[config.mk]
export PLATFORM = sky130hd
export DESIGN_NAME = acl_poller
export DESIGN_NICKNAME = d
export VERILOG_FILES = /design/src/rtl/acl_pkg.sv /design/src/rtl/acl_reg_master.sv /design/src/rtl/acl_poller.sv
export SDC_FILE = /design/constraint.sdc
export NUM_CORES = 1
export LEC_CHECK = 0
export BUFFER_PORTS_ARGS = -buffer_cell sky130_fd_sc_hd__buf_2
export CAP_MARGIN = 10
export CORE_MARGIN = 2
export CORE_UTILIZATION = 25
export DETAILED_ROUTE_END_ITERATION = 6
export PLACE_DENSITY_LB_ADDON = 0.3
export SETUP_SLACK_MARGIN = 0.1
export SLEW_MARGIN = 10
export SYNTH_ARGS = -nofsm -noshare
export SYNTH_HDL_FRONTEND = slang
export SYNTH_SLANG_ARGS = --single-unit
export TNS_END_PERCENT = 5
[constraint.sdc]
create_clock -name sys_clk -period 1.58 [get_ports sys_clk]
set_input_delay 0.316 -clock sys_clk [delete_from_list [all_inputs] [get_ports sys_clk]]
set_output_delay 0.316 -clock sys_clk [all_outputs]
set_load 0.01 [all_outputs]
[src/rtl/acl_pkg.sv]
// Shared constants and state encodings for the ADXL362 register poller
// and its single-transaction register master.
package acl_pkg;

    localparam logic [5:0] SOFT_RESET = 6'h1F;
    localparam logic [5:0] POWER_CTL  = 6'h2D;
    localparam logic [5:0] DEVID      = 6'h00;
    localparam logic [5:0] XDATA      = 6'h08;
    localparam logic [5:0] YDATA      = 6'h09;
    localparam logic [5:0] ZDATA      = 6'h0A;
    localparam logic [5:0] TEMP_L     = 6'h14;
    localparam logic [5:0] TEMP_H     = 6'h15;

    localparam logic [7:0] RESET_KEY  = 8'h52;
    localparam logic [7:0] MEASURE    = 8'h02;
    localparam logic [7:0] DEVID_AD   = 8'hAD;

    typedef enum logic [3:0] {
        S_SRST   = 4'd0,
        S_SRWAIT = 4'd1,
        S_PWR    = 4'd2,
        S_ID     = 4'd3,
        S_IDLE   = 4'd4,
        S_RDX    = 4'd5,
        S_RDY    = 4'd6,
        S_RDZ    = 4'd7,
        S_RDTL   = 4'd8,
        S_RDTH   = 4'd9,
        S_PUB    = 4'd10
    } poll_state_e;

    typedef enum logic [2:0] {
        M_IDLE  = 3'd0,
        M_WR    = 3'd1,
        M_WRESP = 3'd2,
        M_RADDR = 3'd3,
        M_RDATA = 3'd4
    } mst_state_e;

    // Timers never go below 17 bits so the 100k-cycle defaults always fit.
    function automatic int unsigned timer_width(input int unsigned a, input int unsigned b);
        int unsigned m;
        int unsigned w;
        m = (a > b) ? a : b;
        w = $clog2(m);
        return (w < 32'd17) ? 32'd17 : w;
    endfunction

endpackage

[src/rtl/acl_reg_master.sv]
// Runs one AXI-lite style register transaction (write or read) per start
// request and reports completion with a one-cycle done pulse.
module acl_reg_master
    import acl_pkg::*;
(
    input  logic       clk,
    input  logic       rst_n,
    input  logic       start,
    input  logic       we,
    input  logic [5:0] addr,
    input  logic [7:0] wdata,
    output logic       done,
    output logic [7:0] rdata,
    output logic [1:0] resp,
    output logic       reg_awvalid,
    input  logic       reg_awready,
    output logic [5:0] reg_awaddr,
    output logic       reg_wvalid,
    input  logic       reg_wready,
    output logic [7:0] reg_wdata,
    input  logic       reg_bvalid,
    output logic       reg_bready,
    input  logic [1:0] reg_bresp,
    output logic       reg_arvalid,
    input  logic       reg_arready,
    output logic [5:0] reg_araddr,
    input  logic       reg_rvalid,
    output logic       reg_rready,
    input  logic [7:0] reg_rdata,
    input  logic [1:0] reg_rresp
);

    mst_state_e state_q, state_d;
    logic       awvalid_q, awvalid_d;
    logic       wvalid_q, wvalid_d;
    logic       bready_q, bready_d;
    logic       arvalid_q, arvalid_d;
    logic       rready_q, rready_d;
    logic [5:0] awaddr_q, awaddr_d;
    logic [7:0] wdata_q, wdata_d;
    logic [5:0] araddr_q, araddr_d;
    logic       done_q, done_d;
    logic [7:0] rdata_q, rdata_d;
    logic [1:0] resp_q, resp_d;

    // Handshake sequencing for the single outstanding transaction.
    always_comb begin
        state_d   = state_q;
        awvalid_d = awvalid_q;
        wvalid_d  = wvalid_q;
        bready_d  = bready_q;
        arvalid_d = arvalid_q;
        rready_d  = rready_q;
        awaddr_d  = awaddr_q;
        wdata_d   = wdata_q;
        araddr_d  = araddr_q;
        done_d    = 1'b0;
        rdata_d   = rdata_q;
        resp_d    = resp_q;
        case (state_q)
            M_IDLE: begin
                if (start && we) begin
                    state_d   = M_WR;
                    awvalid_d = 1'b1;
                    wvalid_d  = 1'b1;
                    awaddr_d  = addr;
                    wdata_d   = wdata;
                end else if (start) begin
                    state_d   = M_RADDR;
                    arvalid_d = 1'b1;
                    araddr_d  = addr;
                end else begin
                    state_d   = M_IDLE;
                end
            end
            M_WR: begin
                // Each valid drops independently once its ready has been seen.
                awvalid_d = awvalid_q && !reg_awready;
                wvalid_d  = wvalid_q && !reg_wready;
                if (!awvalid_d && !wvalid_d) begin
                    state_d  = M_WRESP;
                    bready_d = 1'b1;
                end else begin
                    state_d  = M_WR;
                end
            end
            M_WRESP: begin
                if (reg_bvalid) begin
                    bready_d = 1'b0;
                    resp_d   = reg_bresp;
                    done_d   = 1'b1;
                    state_d  = M_IDLE;
                end else begin
                    state_d  = M_WRESP;
                end
            end
            M_RADDR: begin
                // rready rises with the address accept: the bridge needs it before rvalid.
                if (reg_arready) begin
                    arvalid_d = 1'b0;
                    rready_d  = 1'b1;
                    state_d   = M_RDATA;
                end else begin
                    state_d   = M_RADDR;
                end
            end
            M_RDATA: begin
                if (reg_rvalid) begin
                    rready_d = 1'b0;
                    rdata_d  = reg_rdata;
                    resp_d   = reg_rresp;
                    done_d   = 1'b1;
                    state_d  = M_IDLE;
                end else begin
                    state_d  = M_RDATA;
                end
            end
            default: begin
                state_d   = M_IDLE;
                awvalid_d = 1'b0;
                wvalid_d  = 1'b0;
                bready_d  = 1'b0;
                arvalid_d = 1'b0;
                rready_d  = 1'b0;
            end
        endcase
    end

    // Transaction state and registered bus outputs.
    always_ff @(posedge clk) begin
        if (!rst_n) begin
            state_q   <= M_IDLE;
            awvalid_q <= 1'b0;
            wvalid_q  <= 1'b0;
            bready_q  <= 1'b0;
            arvalid_q <= 1'b0;
            rready_q  <= 1'b0;
            awaddr_q  <= 6'h00;
            wdata_q   <= 8'h00;
            araddr_q  <= 6'h00;
            done_q    <= 1'b0;
            rdata_q   <= 8'h00;
            resp_q    <= 2'b00;
        end else begin
            state_q   <= state_d;
            awvalid_q <= awvalid_d;
            wvalid_q  <= wvalid_d;
            bready_q  <= bready_d;
            arvalid_q <= arvalid_d;
            rready_q  <= rready_d;
            awaddr_q  <= awaddr_d;
            wdata_q   <= wdata_d;
            araddr_q  <= araddr_d;
            done_q    <= done_d;
            rdata_q   <= rdata_d;
            resp_q    <= resp_d;
        end
    end

    assign reg_awvalid = awvalid_q;
    assign reg_wvalid  = wvalid_q;
    assign reg_bready  = bready_q;
    assign reg_arvalid = arvalid_q;
    assign reg_rready  = rready_q;
    assign reg_awaddr  = awaddr_q;
    assign reg_wdata   = wdata_q;
    assign reg_araddr  = araddr_q;
    assign done        = done_q;
    assign rdata       = rdata_q;
    assign resp        = resp_q;

endmodule

[src/rtl/acl_poller.sv]
// Brings up an ADXL362 behind the SPI register bridge, then sweeps X/Y/Z
// periodically. Define ACL_TEMP_EN to add the temperature reads and acl_temp port.
module acl_poller
    import acl_pkg::*;
#(
    parameter int unsigned SAMPLE_PERIOD = 100000,
    parameter int unsigned RESET_WAIT    = 100000,
    parameter int unsigned ERR_CHECK     = 1
) (
    input  logic        sys_clk,
    input  logic        sys_rst_n,
    output logic        reg_awvalid,
    input  logic        reg_awready,
    output logic [5:0]  reg_awaddr,
    output logic        reg_wvalid,
    input  logic        reg_wready,
    output logic [7:0]  reg_wdata,
    input  logic        reg_bvalid,
    output logic        reg_bready,
    input  logic [1:0]  reg_bresp,
    output logic        reg_arvalid,
    input  logic        reg_arready,
    output logic [5:0]  reg_araddr,
    input  logic        reg_rvalid,
    output logic        reg_rready,
    input  logic [7:0]  reg_rdata,
    input  logic [1:0]  reg_rresp,
    output logic [7:0]  acl_x,
    output logic [7:0]  acl_y,
    output logic [7:0]  acl_z,
    output logic        sample_valid,
    output logic        id_ok,
    output logic        init_done,
    output logic        err
`ifdef ACL_TEMP_EN
    ,
    output logic [11:0] acl_temp
`endif
);

    localparam int unsigned TIMER_W = timer_width(SAMPLE_PERIOD, RESET_WAIT);

    poll_state_e        state_q, state_d;
    logic [TIMER_W-1:0] timer_q, timer_d;
    logic               busy_q, busy_d;
    logic [7:0]         x_sh_q, x_sh_d, y_sh_q, y_sh_d, z_sh_q, z_sh_d;
    logic [7:0]         acl_x_q, acl_x_d, acl_y_q, acl_y_d, acl_z_q, acl_z_d;
    logic               sample_valid_q, sample_valid_d;
    logic               id_ok_q, id_ok_d;
    logic               init_done_q, init_done_d;
    logic               err_q, err_d;
`ifdef ACL_TEMP_EN
    logic [7:0]         tl_sh_q, tl_sh_d, th_sh_q, th_sh_d;
    logic [11:0]        acl_temp_q, acl_temp_d;
`endif

    logic               xact_s, mst_start_s, mst_we_s, mst_done_s;
    logic [5:0]         mst_addr_s;
    logic [7:0]         mst_wdata_s, mst_rdata_s;
    logic [1:0]         mst_resp_s;

    acl_reg_master u_master (
        .clk         (sys_clk),
        .rst_n       (sys_rst_n),
        .start       (mst_start_s),
        .we          (mst_we_s),
        .addr        (mst_addr_s),
        .wdata       (mst_wdata_s),
        .done        (mst_done_s),
        .rdata       (mst_rdata_s),
        .resp        (mst_resp_s),
        .reg_awvalid (reg_awvalid),
        .reg_awready (reg_awready),
        .reg_awaddr  (reg_awaddr),
        .reg_wvalid  (reg_wvalid),
        .reg_wready  (reg_wready),
        .reg_wdata   (reg_wdata),
        .reg_bvalid  (reg_bvalid),
        .reg_bready  (reg_bready),
        .reg_bresp   (reg_bresp),
        .reg_arvalid (reg_arvalid),
        .reg_arready (reg_arready),
        .reg_araddr  (reg_araddr),
        .reg_rvalid  (reg_rvalid),
        .reg_rready  (reg_rready),
        .reg_rdata   (reg_rdata),
        .reg_rresp   (reg_rresp)
    );

    // Bring-up and sweep sequencing; each bus state issues one request and waits for done.
    always_comb begin
        state_d        = state_q;
        timer_d        = timer_q;
        busy_d         = busy_q;
        x_sh_d         = x_sh_q;
        y_sh_d         = y_sh_q;
        z_sh_d         = z_sh_q;
        acl_x_d        = acl_x_q;
        acl_y_d        = acl_y_q;
        acl_z_d        = acl_z_q;
        sample_valid_d = 1'b0;
        id_ok_d        = id_ok_q;
        init_done_d    = init_done_q;
        err_d          = err_q;
        xact_s         = 1'b0;
        mst_we_s       = 1'b0;
        mst_addr_s     = 6'h00;
        mst_wdata_s    = 8'h00;
`ifdef ACL_TEMP_EN
        tl_sh_d        = tl_sh_q;
        th_sh_d        = th_sh_q;
        acl_temp_d     = acl_temp_q;
`endif
        case (state_q)
            S_SRST: begin
                xact_s      = 1'b1;
                mst_we_s    = 1'b1;
                mst_addr_s  = SOFT_RESET;
                mst_wdata_s = RESET_KEY;
                if (mst_done_s) state_d = S_SRWAIT;
                else            state_d = S_SRST;
            end
            S_SRWAIT: begin
                if (timer_q == TIMER_W'(RESET_WAIT - 32'd1)) begin
                    timer_d = '0;
                    state_d = S_PWR;
                end else begin
                    timer_d = timer_q + TIMER_W'(1);
                end
            end
            S_PWR: begin
                xact_s      = 1'b1;
                mst_we_s    = 1'b1;
                mst_addr_s  = POWER_CTL;
                mst_wdata_s = MEASURE;
                if (mst_done_s) state_d = S_ID;
                else            state_d = S_PWR;
            end
            S_ID: begin
                xact_s     = 1'b1;
                mst_addr_s = DEVID;
                if (mst_done_s) begin
                    id_ok_d     = (mst_rdata_s == DEVID_AD);
                    init_done_d = 1'b1;
                    state_d     = S_IDLE;
                    if (mst_rdata_s != DEVID_AD) err_d = 1'b1;
                    else                         err_d = err_q;
                end else begin
                    state_d = S_ID;
                end
            end
            S_IDLE: begin
                if (timer_q == TIMER_W'(SAMPLE_PERIOD - 32'd1)) begin
                    timer_d = '0;
                    state_d = S_RDX;
                end else begin
                    timer_d = timer_q + TIMER_W'(1);
                end
            end
            S_RDX: begin
                xact_s     = 1'b1;
                mst_addr_s = XDATA;
                if (mst_done_s) begin
                    x_sh_d  = mst_rdata_s;
                    state_d = S_RDY;
                end else begin
                    state_d = S_RDX;
                end
            end
            S_RDY: begin
                xact_s     = 1'b1;
                mst_addr_s = YDATA;
                if (mst_done_s) begin
                    y_sh_d  = mst_rdata_s;
                    state_d = S_RDZ;
                end else begin
                    state_d = S_RDY;
                end
            end
            S_RDZ: begin
                xact_s     = 1'b1;
                mst_addr_s = ZDATA;
                if (mst_done_s) begin
                    z_sh_d  = mst_rdata_s;
`ifdef ACL_TEMP_EN
                    state_d = S_RDTL;
`else
                    state_d = S_PUB;
`endif
                end else begin
                    state_d = S_RDZ;
                end
            end
`ifdef ACL_TEMP_EN
            S_RDTL: begin
                xact_s     = 1'b1;
                mst_addr_s = TEMP_L;
                if (mst_done_s) begin
                    tl_sh_d = mst_rdata_s;
                    state_d = S_RDTH;
                end else begin
                    state_d = S_RDTL;
                end
            end
            S_RDTH: begin
                xact_s     = 1'b1;
                mst_addr_s = TEMP_H;
                if (mst_done_s) begin
                    th_sh_d = mst_rdata_s;
                    state_d = S_PUB;
                end else begin
                    state_d = S_RDTH;
                end
            end
`endif
            S_PUB: begin
                acl_x_d        = x_sh_q;
                acl_y_d        = y_sh_q;
                acl_z_d        = z_sh_q;
`ifdef ACL_TEMP_EN
                acl_temp_d     = {th_sh_q[3:0], tl_sh_q};
`endif
                sample_valid_d = 1'b1;
                timer_d        = '0;
                state_d        = S_IDLE;
            end
            default: begin
                state_d = S_SRST;
                timer_d = '0;
            end
        endcase

        // A bad response code is flagged but the returned data is still used.
        mst_start_s = xact_s && !busy_q;
        if (mst_done_s) begin
            busy_d = 1'b0;
            if ((ERR_CHECK != 32'd0) && (mst_resp_s != 2'b00)) err_d = 1'b1;
            else                                               err_d = err_d;
        end else begin
            busy_d = busy_q | mst_start_s;
        end
    end

    // Poller state, timer, shadows and published outputs.
    always_ff @(posedge sys_clk) begin
        if (!sys_rst_n) begin
            state_q        <= S_SRST;
            timer_q        <= '0;
            busy_q         <= 1'b0;
            x_sh_q         <= 8'h00;
            y_sh_q         <= 8'h00;
            z_sh_q         <= 8'h00;
            acl_x_q        <= 8'h00;
            acl_y_q        <= 8'h00;
            acl_z_q        <= 8'h00;
            sample_valid_q <= 1'b0;
            id_ok_q        <= 1'b0;
            init_done_q    <= 1'b0;
            err_q          <= 1'b0;
`ifdef ACL_TEMP_EN
            tl_sh_q        <= 8'h00;
            th_sh_q        <= 8'h00;
            acl_temp_q     <= 12'h000;
`endif
        end else begin
            state_q        <= state_d;
            timer_q        <= timer_d;
            busy_q         <= busy_d;
            x_sh_q         <= x_sh_d;
            y_sh_q         <= y_sh_d;
            z_sh_q         <= z_sh_d;
            acl_x_q        <= acl_x_d;
            acl_y_q        <= acl_y_d;
            acl_z_q        <= acl_z_d;
            sample_valid_q <= sample_valid_d;
            id_ok_q        <= id_ok_d;
            init_done_q    <= init_done_d;
            err_q          <= err_d;
`ifdef ACL_TEMP_EN
            tl_sh_q        <= tl_sh_d;
            th_sh_q        <= th_sh_d;
            acl_temp_q     <= acl_temp_d;
`endif
        end
    end

    assign acl_x        = acl_x_q;
    assign acl_y        = acl_y_q;
    assign acl_z        = acl_z_q;
    assign sample_valid = sample_valid_q;
    assign id_ok        = id_ok_q;
    assign init_done    = init_done_q;
    assign err          = err_q;
`ifdef ACL_TEMP_EN
    assign acl_temp     = acl_temp_q;
`endif

endmodule

==> flow_results.xml <==
<?xml version="1.0" encoding="UTF-8"?>
<metrics>
  <group name="synth">
    <metric name="ys_ff_latch" unit="">107</metric>
    <metric name="synthesis.instances" unit="">491</metric>
    <metric name="syn_area_per_cell" unit="µm²">8.83</metric>
    <metric name="synthDominantCellAreaShare" unit="%">49.4</metric>
    <metric name="syn_area" unit="mm²">0.00434</metric>
    <metric name="synth.largest_area_cell" unit="">sky130_fd_sc_hd__dfxtp_1</metric>
    <metric name="ys_warn_count" unit="">0</metric>
    <metric name="synthFlopType" unit="">sky130_fd_sc_hd__dfxtp_1</metric>
    <metric name="synth_commonest_cells" unit="">107 x sky130_fd_sc_hd__dfxtp_1, 75 x sky130_fd_sc_hd__nand2_1, 59 x sky130_fd_sc_hd__a21oi_1</metric>
    <metric name="synthArstFlopShare" unit="%">0</metric>
    <metric name="ys_top_cells_by_area" unit="">sky130_fd_sc_hd__dfxtp_1 49%, sky130_fd_sc_hd__mux2i_1 7.2%, sky130_fd_sc_hd__a21oi_1 6.8%, sky130_fd_sc_hd__nand2_1 6.5%, sky130_fd_sc_hd__nor2_1 4.1%</metric>
    <metric name="most_common_cell_in_the_netlist" unit="">sky130_fd_sc_hd__dfxtp_1</metric>
    <metric name="synth_sequential_area_ratio" unit="%">49.4</metric>
    <metric name="synth.distinct_cells" unit="">52</metric>
    <metric name="synth-edff-count" unit="">0</metric>
  </group>
  <group name="finish">
    <metric name="layout-drive-gt1-share" unit="%">31.4</metric>
    <metric name="multi_input_gate_area" unit="mm²">0.00217</metric>
    <metric name="synthToLayoutAreaGrowth" unit="%">35.5</metric>
    <metric name="antenna-diode-count" unit="">0</metric>
    <metric name="finish.net_count" unit="">621</metric>
    <metric name="layout.area.seq" unit="mm²">0.00216</metric>
    <metric name="fillCellCount" unit="">1811</metric>
    <metric name="fin_cells" unit="">831</metric>
  </group>
  <group name="sta">
    <metric name="timing.final.ws_setup" unit="ps">-66.3</metric>
    <metric name="timing.final.crit_period" unit="ps">1650</metric>
    <metric name="finalSetupViolCount" unit="">15</metric>
    <metric name="grt_setup_unrepaired" unit="">true</metric>
    <metric name="skew" unit="ps">8.16</metric>
    <metric name="timing.final.hold_violations" unit="">0</metric>
    <metric name="max_clock_freq" unit="GHz">0.607</metric>
    <metric name="portion_of_the_clock_cycle_consumed_by_the_worst_path_in_the_final_layout" unit="%">104</metric>
    <metric name="setup_tns" unit="ps">-607</metric>
    <metric name="slew_violations" unit="">0</metric>
  </group>
  <group name="pwr">
    <metric name="pwr-share-clk" unit="%">41.1</metric>
    <metric name="power_report.internal_total" unit="W">0.00404</metric>
    <metric name="power.share.combinational" unit="%">7.7</metric>
    <metric name="netSwitchingFraction" unit="%">25.7</metric>
    <metric name="seq_power_share" unit="%">51.1</metric>
    <metric name="total_leakage_power" unit="nW">2.23</metric>
    <metric name="switchingPower" unit="W">0.00140</metric>
    <metric name="worst_case_vdd_ir_drop" unit="V">0.000502</metric>
    <metric name="power.density" unit="mW/mm²">926</metric>
  </group>
  <group name="min_path">
    <metric name="min-delay-path-class" unit="">input port to register</metric>
  </group>
  <group name="routing">
    <metric name="drt_iter0_drc" unit="">164</metric>
    <metric name="drt.antenna.violating_nets" unit="">0</metric>
    <metric name="remaining_drc_errors" unit="">0</metric>
    <metric name="drt_pre_antenna_iters" unit="">4</metric>
    <metric name="detailroute.via_count" unit="">3823</metric>
    <metric name="wl_per_cell" unit="µm">13.8</metric>
    <metric name="routed_wl" unit="mm">11.5</metric>
    <metric name="via_per_inst" unit="">4.60</metric>
  </group>
  <group name="clock_tree">
    <metric name="hold_buffers" unit="">0</metric>
    <metric name="cts_tree" unit="">done</metric>
    <metric name="numCtsBuffers" unit="">9</metric>
    <metric name="clockBufferDepth" unit="">2</metric>
    <metric name="cts_root_buf" unit="">sky130_fd_sc_hd__clkbuf_16</metric>
    <metric name="insertion_delay" unit="ps">360</metric>
    <metric name="htree_levels" unit="">3</metric>
    <metric name="cts.sink_count" unit="">107</metric>
    <metric name="path_clk_slew" unit="ps">80</metric>
  </group>
  <group name="floorplanning">
    <metric name="core" unit="mm²">0.0171</metric>
    <metric name="starting_utilization_of_the_core_area" unit="%">25.3</metric>
    <metric name="num_rows" unit="">48</metric>
    <metric name="die_x" unit="µm">136</metric>
    <metric name="fp.dieArea" unit="mm²">0.0184</metric>
    <metric name="io-pin-count" unit="">72</metric>
    <metric name="die_h" unit="µm">136</metric>
  </group>
  <group name="place">
    <metric name="port_buffers" unit="">66</metric>
    <metric name="hpwl" unit="mm">8.30</metric>
    <metric name="place_inst" unit="">810</metric>
    <metric name="routabilityCongestion" unit="">0.789</metric>
  </group>
  <group name="global_routing">
    <metric name="number_of_antenna_violations_at_the_first_check_in_global_routing" unit="">0</metric>
    <metric name="vias_in_the_first_global_route" unit="">3682</metric>
    <metric name="grt_pass1_wl" unit="mm">18.5</metric>
    <metric name="grt_max_degree" unit="">47</metric>
    <metric name="track_usage" unit="%">12.8</metric>
    <metric name="grt_overflow_total" unit="">0</metric>
  </group>
  <group name="run">
    <metric name="max_cap_viol_count" unit="">0</metric>
  </group>
  <group name="setup_path">
    <metric name="worstPathMaxFanout" unit="">8</metric>
    <metric name="worst-setup-path-type" unit="">register to register</metric>
    <metric name="cp_data_arrival_time" unit="ps">1900</metric>
    <metric name="worst_ep_required_time" unit="ps">1830</metric>
    <metric name="cp-end-kind" unit="">register</metric>
    <metric name="startpoint_type" unit="">register</metric>
  </group>
  <group name="status">
    <metric name="run_status" unit="">finished with violations</metric>
    <metric name="violations_in_the_final_reports" unit="">setup timing</metric>
  </group>
</metrics>
## per-layer routing
layer  global-route usage (%)  vias to the layer above  wire length (µm)
met2                     20.3                       63              5380
met5                        0                        -                 0
met1                     16.6                     1813              5420
met3                     2.84                       13               496
li1                         -                     1934                 -
met4                     5.56                        0               197
## what timing repair did
action,4_1_cts,5_1_grt
resized for setup,28,24
setup buffers,2,1
endpoints found under the setup margin,56,74
gates cloned,0,2
pin swaps,14,10
## registers in the layout, indices dropped and copies added, names as in the netlist, 2 cells and up
name                 cells
timer_q                 17
acl_x                    8
acl_y                    8
acl_z                    8
u_master.rdata           8
x_sh_q                   8
y_sh_q                   8
z_sh_q                   8
u_master.reg_araddr      6
u_master.reg_awaddr      6
state_q                  4
u_master.state_q         3
u_master.reg_wdata       2
u_master.resp            2
## placed cells by master (no fill, tap or decap), drive strengths merged, types with 3 or more instances in the layout
cell    netlist  final
a211oi        3      3
nor2b         4      4
nor4bb        4      4
or3           9      9
nand3        17     17
dfxtp       107    107
nor2         48     48
o31a          3      3
and2          3      3
o21ai        17     17
o211a         3      3
nand2b        4      4
clkbuf       17     10
nor3          4      4
o31ai         8      8
conb          1      5
mux2i        31     31
and3          4      4
nand2        75     75
nand3b        3      3
inv           8     12
nand4         8      8
a21oi        60     60
or4           8      8
and4          4      4
buf          18    128
## path summary, 6_finish.rpt
kind                                          start                     end  slack, ps  depth (start not counted)
worst max-delay path            u_master.state_q[0]  u_master.reg_araddr[1]        -70                          4
worst min-delay path                   reg_rdata[4]       u_master.rdata[4]        190                          3
worst max register to register  u_master.state_q[0]  u_master.reg_araddr[1]        -70                          4
worst min register to register             acl_x[4]                acl_x[4]        460                          2
## power by group through the flow
stage / clock network, W / registers (W) / logic [W]
after floorplan: 0 / 0.00285 / 0.000213
after global placement: 0 / 0.00284 / 0.000375
after detailed placement: 0 / 0.00285 / 0.000382
after CTS: 0.00232 / 0.00278 / 0.000404
after global routing: 0.00241 / 0.00279 / 0.000464
final: 0.00224 / 0.00278 / 0.000421
## area by class of cell
type                       instances  share of cell area [%]
tap                              225                    4.79
inverter                           8                   0.511
timing repair buffer             130                    16.1
multi-input combinational        345                    37.0
clock buffer                       9                    3.83
sequential                       107                    36.7
clock inverter                     7                    1.13
## critical path: stages (launching register included)
cell and delay (ps):
sky130_fd_sc_hd__dfxtp_2 330, sky130_fd_sc_hd__or4_4 580, sky130_fd_sc_hd__a211oi_4 240, sky130_fd_sc_hd__o21ai_4 150
sky130_fd_sc_hd__a31o_1 240
## metrics by stage
step	setup slack [ps]	util, %	power (W)	hold WS, ps	area [µm²]
2_1_floorplan	-90.3	-	0.00307	431	4360
3_3_place_gp	-59.8	31.1	0.00322	444	5330
3_5_place_dp	-98.0	31.1	0.00323	445	5330
4_1_cts	-68.0	33.6	0.00551	173	5740
5_1_grt	-122	34.3	0.00567	190	5880
6_report	-66.3	34.3	0.00544	189	5880
## logic make-up after synthesis
kind of cell / share of synthesized area, %
xor+xnor: 0.577
other cells: 0.0864
compound gates: 14.7
fa+ha+maj: 0.288
buf+inv: 4.90
flops: 49.4
simple gates: 23.0
mux: 7.15
No activity file was read; power rests on OpenSTA's default activity.
